[config.mk]
export PLATFORM = sky130hd
export DESIGN_NAME = fsign_unit
export DESIGN_NICKNAME = d
export VERILOG_FILES = /design/src/rtl/fsign_unit_pkg.sv /design/src/rtl/fsign_stage.sv /design/src/rtl/fsign_unit.sv
export SDC_FILE = /design/constraint.sdc
export NUM_CORES = 1
export LEC_CHECK = 0
export CORE_MARGIN = 3
export CORE_UTILIZATION = 31
export DETAILED_ROUTE_END_ITERATION = 8
export PLACE_DENSITY = 0.95
export REMOVE_ABC_BUFFERS = 1
export SETUP_SLACK_MARGIN = 0.02
export SYNTH_ARGS = -nofsm -noshare
export SYNTH_HDL_FRONTEND = slang
export SYNTH_SLANG_ARGS = --single-unit
[constraint.sdc]
create_clock -name clk -period 1.6 [get_ports clk]
set_input_delay 0.32 -clock clk [delete_from_list [all_inputs] [get_ports clk]]
set_output_delay 0.32 -clock clk [all_outputs]
set_load 0.01 [all_outputs]
[src/rtl/fsign_unit_pkg.sv]
// Shared constants for the floating-point sign unit: operation encodings and
// the bound on pipeline depth.
package fsign_unit_pkg;

  localparam int unsigned FSIGN_NEG         = 0;
  localparam int unsigned FSIGN_ABS         = 1;
  localparam int unsigned FSIGN_NABS        = 2;
  localparam int unsigned FSIGN_COPYSIGN    = 3;

  localparam int unsigned FSIGN_LATENCY_MAX = 4;

  function automatic bit fsign_width_ok(input int unsigned w);
    return (w == 16) || (w == 32) || (w == 64);
  endfunction

endpackage

[src/rtl/fsign_stage.sv]
// One pipeline slot: a valid bit plus a data word, both updated only on load.
module fsign_stage #(
  parameter int unsigned DW = 32
) (
  input  logic          clk,
  input  logic          rst,
  input  logic          i_load,
  input  logic          i_valid,
  input  logic [DW-1:0] i_data,
  output logic          o_valid,
  output logic [DW-1:0] o_data
);

  logic          r_valid;
  logic [DW-1:0] r_data;

  always_ff @(posedge clk) begin
    if (rst) begin
      r_valid <= 1'b0;
    end else if (i_load) begin
      r_valid <= i_valid;
    end
  end

  // Data carries no reset; it is only meaningful while r_valid is set.
  always_ff @(posedge clk) begin
    if (i_load) begin
      r_data <= i_data;
    end
  end

  assign o_valid = r_valid;
  assign o_data  = r_data;

endmodule

[src/rtl/fsign_unit.sv]
// Sign manipulation (NEG/ABS/NABS/COPYSIGN) on raw IEEE bit patterns, followed
// by an elastic valid/ready pipeline of LATENCY slots.
module fsign_unit
  import fsign_unit_pkg::*;
#(
  parameter int unsigned DATA_TYPE = 32,
  parameter int unsigned OP        = 0,
  parameter int unsigned LATENCY   = 1
) (
  input  logic                 clk,
  input  logic                 rst,
  input  logic [DATA_TYPE-1:0] lhs,
  input  logic                 lhs_valid,
  output logic                 lhs_ready,
  input  logic [DATA_TYPE-1:0] rhs,
  input  logic                 rhs_valid,
  output logic                 rhs_ready,
  output logic [DATA_TYPE-1:0] outs,
  output logic                 outs_valid,
  input  logic                 outs_ready
);

  if (!fsign_width_ok(DATA_TYPE)) begin : g_bad_width
    $error("fsign_unit: DATA_TYPE must be 16, 32 or 64");
  end
  if (OP > FSIGN_COPYSIGN) begin : g_bad_op
    $error("fsign_unit: OP must be 0..3");
  end
  if (LATENCY > FSIGN_LATENCY_MAX) begin : g_bad_latency
    $error("fsign_unit: LATENCY must be 0..4");
  end

  logic                 w_sign;
  logic [DATA_TYPE-1:0] w_result;
  logic                 w_in_valid;
  logic                 w_acc;
  logic                 w_unused_rhs;

  always_comb begin
    w_sign = ~lhs[DATA_TYPE-1];
    case (OP)
      FSIGN_ABS:      w_sign = 1'b0;
      FSIGN_NABS:     w_sign = 1'b1;
      FSIGN_COPYSIGN: w_sign = rhs[DATA_TYPE-1];
      default:        w_sign = ~lhs[DATA_TYPE-1];
    endcase
  end

  // Only the sign bit changes; NaN payloads and subnormals pass untouched.
  assign w_result     = {w_sign, lhs[DATA_TYPE-2:0]};
  assign w_unused_rhs = ^{rhs[DATA_TYPE-2:0], rhs_valid};

  if (OP == FSIGN_COPYSIGN) begin : g_join
    assign w_in_valid = lhs_valid & rhs_valid;
    assign lhs_ready  = rhs_valid & w_acc;
    assign rhs_ready  = lhs_valid & w_acc;
  end else begin : g_single
    assign w_in_valid = lhs_valid;
    assign lhs_ready  = w_acc;
    assign rhs_ready  = 1'b0;
  end

  if (LATENCY == 0) begin : g_comb
    logic w_unused_clk;
    assign w_unused_clk = clk;
    assign outs         = w_result;
    assign outs_valid   = w_in_valid;
    assign w_acc        = outs_ready & ~rst;
  end else begin : g_pipe
    logic [DATA_TYPE-1:0] w_stage_data [LATENCY];
    logic [LATENCY-1:0]   w_stage_valid;
    logic [LATENCY-1:0]   w_load;

    for (genvar k = 0; k < int'(LATENCY); k++) begin : g_stage
      logic [DATA_TYPE-1:0] w_up_data;
      logic                 w_up_valid;

      if (k == 0) begin : g_head
        assign w_up_data  = w_result;
        assign w_up_valid = w_in_valid;
      end else begin : g_body
        assign w_up_data  = w_stage_data[k-1];
        assign w_up_valid = w_stage_valid[k-1];
      end

      // Slot k can load unless it and every slot after it are full and the
      // consumer is stalling; this is the backward ready chain, flattened.
      assign w_load[k] = outs_ready | ~(&w_stage_valid[LATENCY-1:k]);

      fsign_stage #(.DW(DATA_TYPE)) u_stage (
        .clk     (clk),
        .rst     (rst),
        .i_load  (w_load[k]),
        .i_valid (w_up_valid),
        .i_data  (w_up_data),
        .o_valid (w_stage_valid[k]),
        .o_data  (w_stage_data[k])
      );
    end

    assign outs       = w_stage_data[LATENCY-1];
    assign outs_valid = w_stage_valid[LATENCY-1];
    assign w_acc      = w_load[0] & ~rst;
  end

endmodule

After elaboration in Yosys (flattened, before gate mapping)

Cells that the tools add are included.

Bits in registers: 33
Input port bits: 69
Output and inout bits: 35
Word-level logic and storage cells: 7

Bitwise gates (word level): 5

Operator list:

| kind              | number |
|---|---|
| inverter 1 bit    | 3 |
| bitwise AND 1 bit | 1 |
| OR 1 bit          | 1 |

Depth between registers and ports, before layout

Depth after elaboration: 3
Mapped depth: 2
Gate-level depth less buffers: 2

Hierarchy

A second synthesis with hierarchy kept.

Cells, all modules: 40
Area, all modules: 1037.2 um^2

Modules (own cells, without submodules):

| module      | times used | cells each | area each (um^2) | seq. area each (um^2) |
|---|---|---|---|---|
| fsign_stage | 1          | 35         | 994.7            | 980.9 |
| fsign_unit  | 1          | 5          | 42.5             | 0.0 |

Worst setup path before layout

No wires, ideal clock.

Path kind: reg-to-output
Start point: register g_pipe.g_stage[0].u_stage.r_valid
End point: output port lhs_ready
Arrival time: 0.872 ns
Data required time: 1.280 ns
Path slack: 0.408 ns
Stages on the path, launching flop included: 3
Buffers on the path: 0
Cell sequence: dfxtp_1 -> nand2b_4 -> nor2b_4

Word-level cells in the longest chain between the ends: 3

RTL lines:

| what                                 | RTL line          | source |
|---|---|---|
| start, declared                      | fsign_stage.sv:14 | `logic r_valid;` |
| start signal, assigned               | fsign_stage.sv:21 | `r_valid <= i_valid;` |
| inverter 1 bit                       | fsign_unit.sv:88  | `assign w_load[k] = outs_ready \| ~(&w_stage_valid[LATENCY-1:k]);` |
| OR 1 bit                             | fsign_unit.sv:88  |  |
| via g_pipe.g_stage[0].u_stage.i_load | fsign_stage.sv:7  | `input logic i_load,` |
| bitwise AND 1 bit                    | fsign_unit.sv:103 | `assign w_acc = w_load[0] & ~rst;` |
| end, declared                        | fsign_unit.sv:14  | `output logic lhs_ready,` |

The timed path passes the listed nets, and every way through them passes these cells.

Worst setup path in the final report

Start point: register g_pipe.g_stage[0].u_stage.r_data[10]
End point: output port outs[10]

RTL lines:

| what                   | RTL line          | source |
|---|---|---|
| start, declared        | fsign_stage.sv:15 | `logic [DW-1:0] r_data;` |
| start signal, assigned | fsign_stage.sv:28 | `r_data <= i_data;` |
| end, declared          | fsign_unit.sv:18  | `output logic [DATA_TYPE-1:0] outs,` |

No word-level cell between the ends.

==> impl_metrics.yaml <==
outcome:
  status: "finished, final reports clean"
finish:
  syn_to_final_growth_pct: 80.2
  final_util_pct: 59.7
  num-nets-final: 186
  diodes: 0
  layout_common_cells: "57 x clkdlybuf4s50_1, 32 x edfxtp_1, 10 x dlymetal6s2s_1"
  final_common_cell: "clkdlybuf4s50_1"
  nFillCells: 252
  drive_above_1_share_pct: 10.2
global_route:
  grt_overflow_total: 0
  antenna_found_initial: 0
  groute.usage.overall_pct: 11.2
  grt_pass1_wl_microns: 3240
  grt_pass1_vias: 719
  grt_max_degree: 34
setup_path:
  crit_arrival_ns: 1.19
  rr_endpoint: "g_pipe.g_stage[0].u_stage.o_data[31]"
  startpoint: "g_pipe.g_stage[0].u_stage.o_data[10]"
  crit_buf_inv: 1
  crit_type: "flip-flop to output pin"
  critical_path_depth: 1
  critical_path.top_delay_family: "buffers and inverters"
  crit_path_max_fanout: 1
  r2r-start: "g_pipe.g_stage[0].u_stage.o_valid"
  cp-start-kind: "flip-flop"
  cp-end-kind: "output pin"
  r2r_cells: 2
  worstPathCellList: "clkdlybuf4s50_1"
  slowest_delay_ns: 0.54
  ff2ff_setup_slack_ns: 0.47
  critPathSlowestCell: "clkdlybuf4s50_1"
  required_ns: 1.28
  cp-endpoint: "outs[10]"
die:
  ioPinCount: 104
  die_w_microns: 63.8
  die_height_microns: 63.8
  start_util_pct: 33.1
  coreArea_sq_um: 3130
  dieArea_sq_um: 4070
  rows: 20
clock_network:
  cts_root_buf: "clkbuf_4"
  clk_pin_slew_ns: 0.09
  ctsHoldBuffers: 0
  cts_num_sinks: 33
  cts_tree: "done"
  clk_latency_ns: 0.32
  htreeDepth: 2
  post_cts_buffers: 0
  cts_buffers: 5
  clock_path_buffers: 2
route:
  drc: 0
  vias: 666
  wl_microns: 2190
  viasPerCell: 4.11
  drtAntennaViolNets: 0
  dr.first_iter.drc_count: 8
  drtPass1Iterations: 4
  detail_route.wl_per_cell_microns: 13.5
synthesis:
  syn_area_per_cell_sq_um: 25.9
  syn_area_sq_um: 1040
  synth-seq-cells: 33
  ys_warn_count: 0
  synth_cell_types: 8
  yosysSeqAreaShare_pct: 94.7
  syn_inst: 40
timing:
  setup_ws_ns: 0.0854
  period_share_pct: 94.7
  setup_tns_ns: 0
  clock.fmax_mhz: 660
  setup_viol: 0
  period_needed_ns: 1.51
  slew_violations: 0
  hold_ws_ns: 0.545
  rsz0062_at_grt: "false"
  finClkSkew_ns: 0.00444
  hold_violations: 0
pwr:
  leakagePower_nw: 0.780
  vdd_drop_max_mv: 0.506
  power_density_nw_per_um2: 937
  total_power_mw: 1.75
place:
  place.gp.congestion: 0.651
  place_ws_ns: -0.287
  port_buffers: 69
worst_hold_path:
  min_path_type: "primary input to flip-flop"
flow_run:
  maxCapViolations: 0
## worst register-to-register path, cell delays in order (launching register included)
cell	delay [ns]
dfxtp_1	0.34
nand2b_4	0.07
buf_4	0.36
## timing repair
action,in CTS,in global routing
setup endpoints to repair,2,11
hold endpoints to repair,0,0
resized for setup,3,11
## synth_stat cells
library cell  instances  area share [%]
a21oi_2               1            0.85
edfxtp_1             32              93
conb_1                1            0.36
inv_1                 2            0.72
buf_4                 1            0.72
dfxtp_1               1             1.9
nand2b_4              1             1.3
nor2b_4               1             1.3
## metrics by stage
| step | cells | instance area (sq um) |
|---|---|---|
| final | 162 | 1870 |
| after global routing | 162 | 1870 |
| after CTS | 162 | 1850 |
| after detailed placement | 154 | 1790 |
| after global placement | 154 | 1790 |
| after floorplan | 39 | 1030 |
## cell type report
cell class	instances	area, sq um	share of cell area [%]
sequential	33	981	52.5
timing repair buffer	71	724	38.8
clock buffer	8	58.8	3.15
tap	44	55.1	2.95
multi-input combinational	4	40.0	2.14
inverter	2	7.51	0.402
## how the worst min path moves through the flow
| stage | endpoint | cells after the start | start |
|---|---|---|---|
| floorplan | g_pipe.g_stage[0].u_stage.o_valid | 1 | rst |
| global placement | g_pipe.g_stage[0].u_stage.o_valid | 3 | lhs_valid |
| detailed placement | g_pipe.g_stage[0].u_stage.o_data[19] | 1 | lhs[19] |
| CTS | g_pipe.g_stage[0].u_stage.o_data[25] | 1 | lhs[25] |
| global route | g_pipe.g_stage[0].u_stage.o_data[22] | 1 | lhs[22] |
| finish | g_pipe.g_stage[0].u_stage.o_valid | 3 | lhs_valid |
## power by group
part	internal, mW	switching, mW
sequential	1.01	0.0150
combinational	0.168	0.0824
clock	0.217	0.254
## per-layer routing
layer,routed length (microns),up-vias,global-route usage (%)
met2,1340,45,22.2
met4,0,0,2.43
met1,658,317,8.55
met5,0,-,0
li1,-,304,-
met3,189,0,7.21
## logic make-up after synthesis
logic type,count (synthesis),synth area share [%]
other cells,1,0.362
simple gates,2,2.66
buf+inv,3,1.45
flops,33,94.7
compound gates,1,0.846
## sequential cells by signal (all words and copies together) (netlist names)
| signal | cells |
|---|---|
| g_pipe.g_stage.u_stage.o_data | 32 |
| g_pipe.g_stage.u_stage.o_valid | 1 |
No activity file was read; power rests on OpenSTA's default activity.
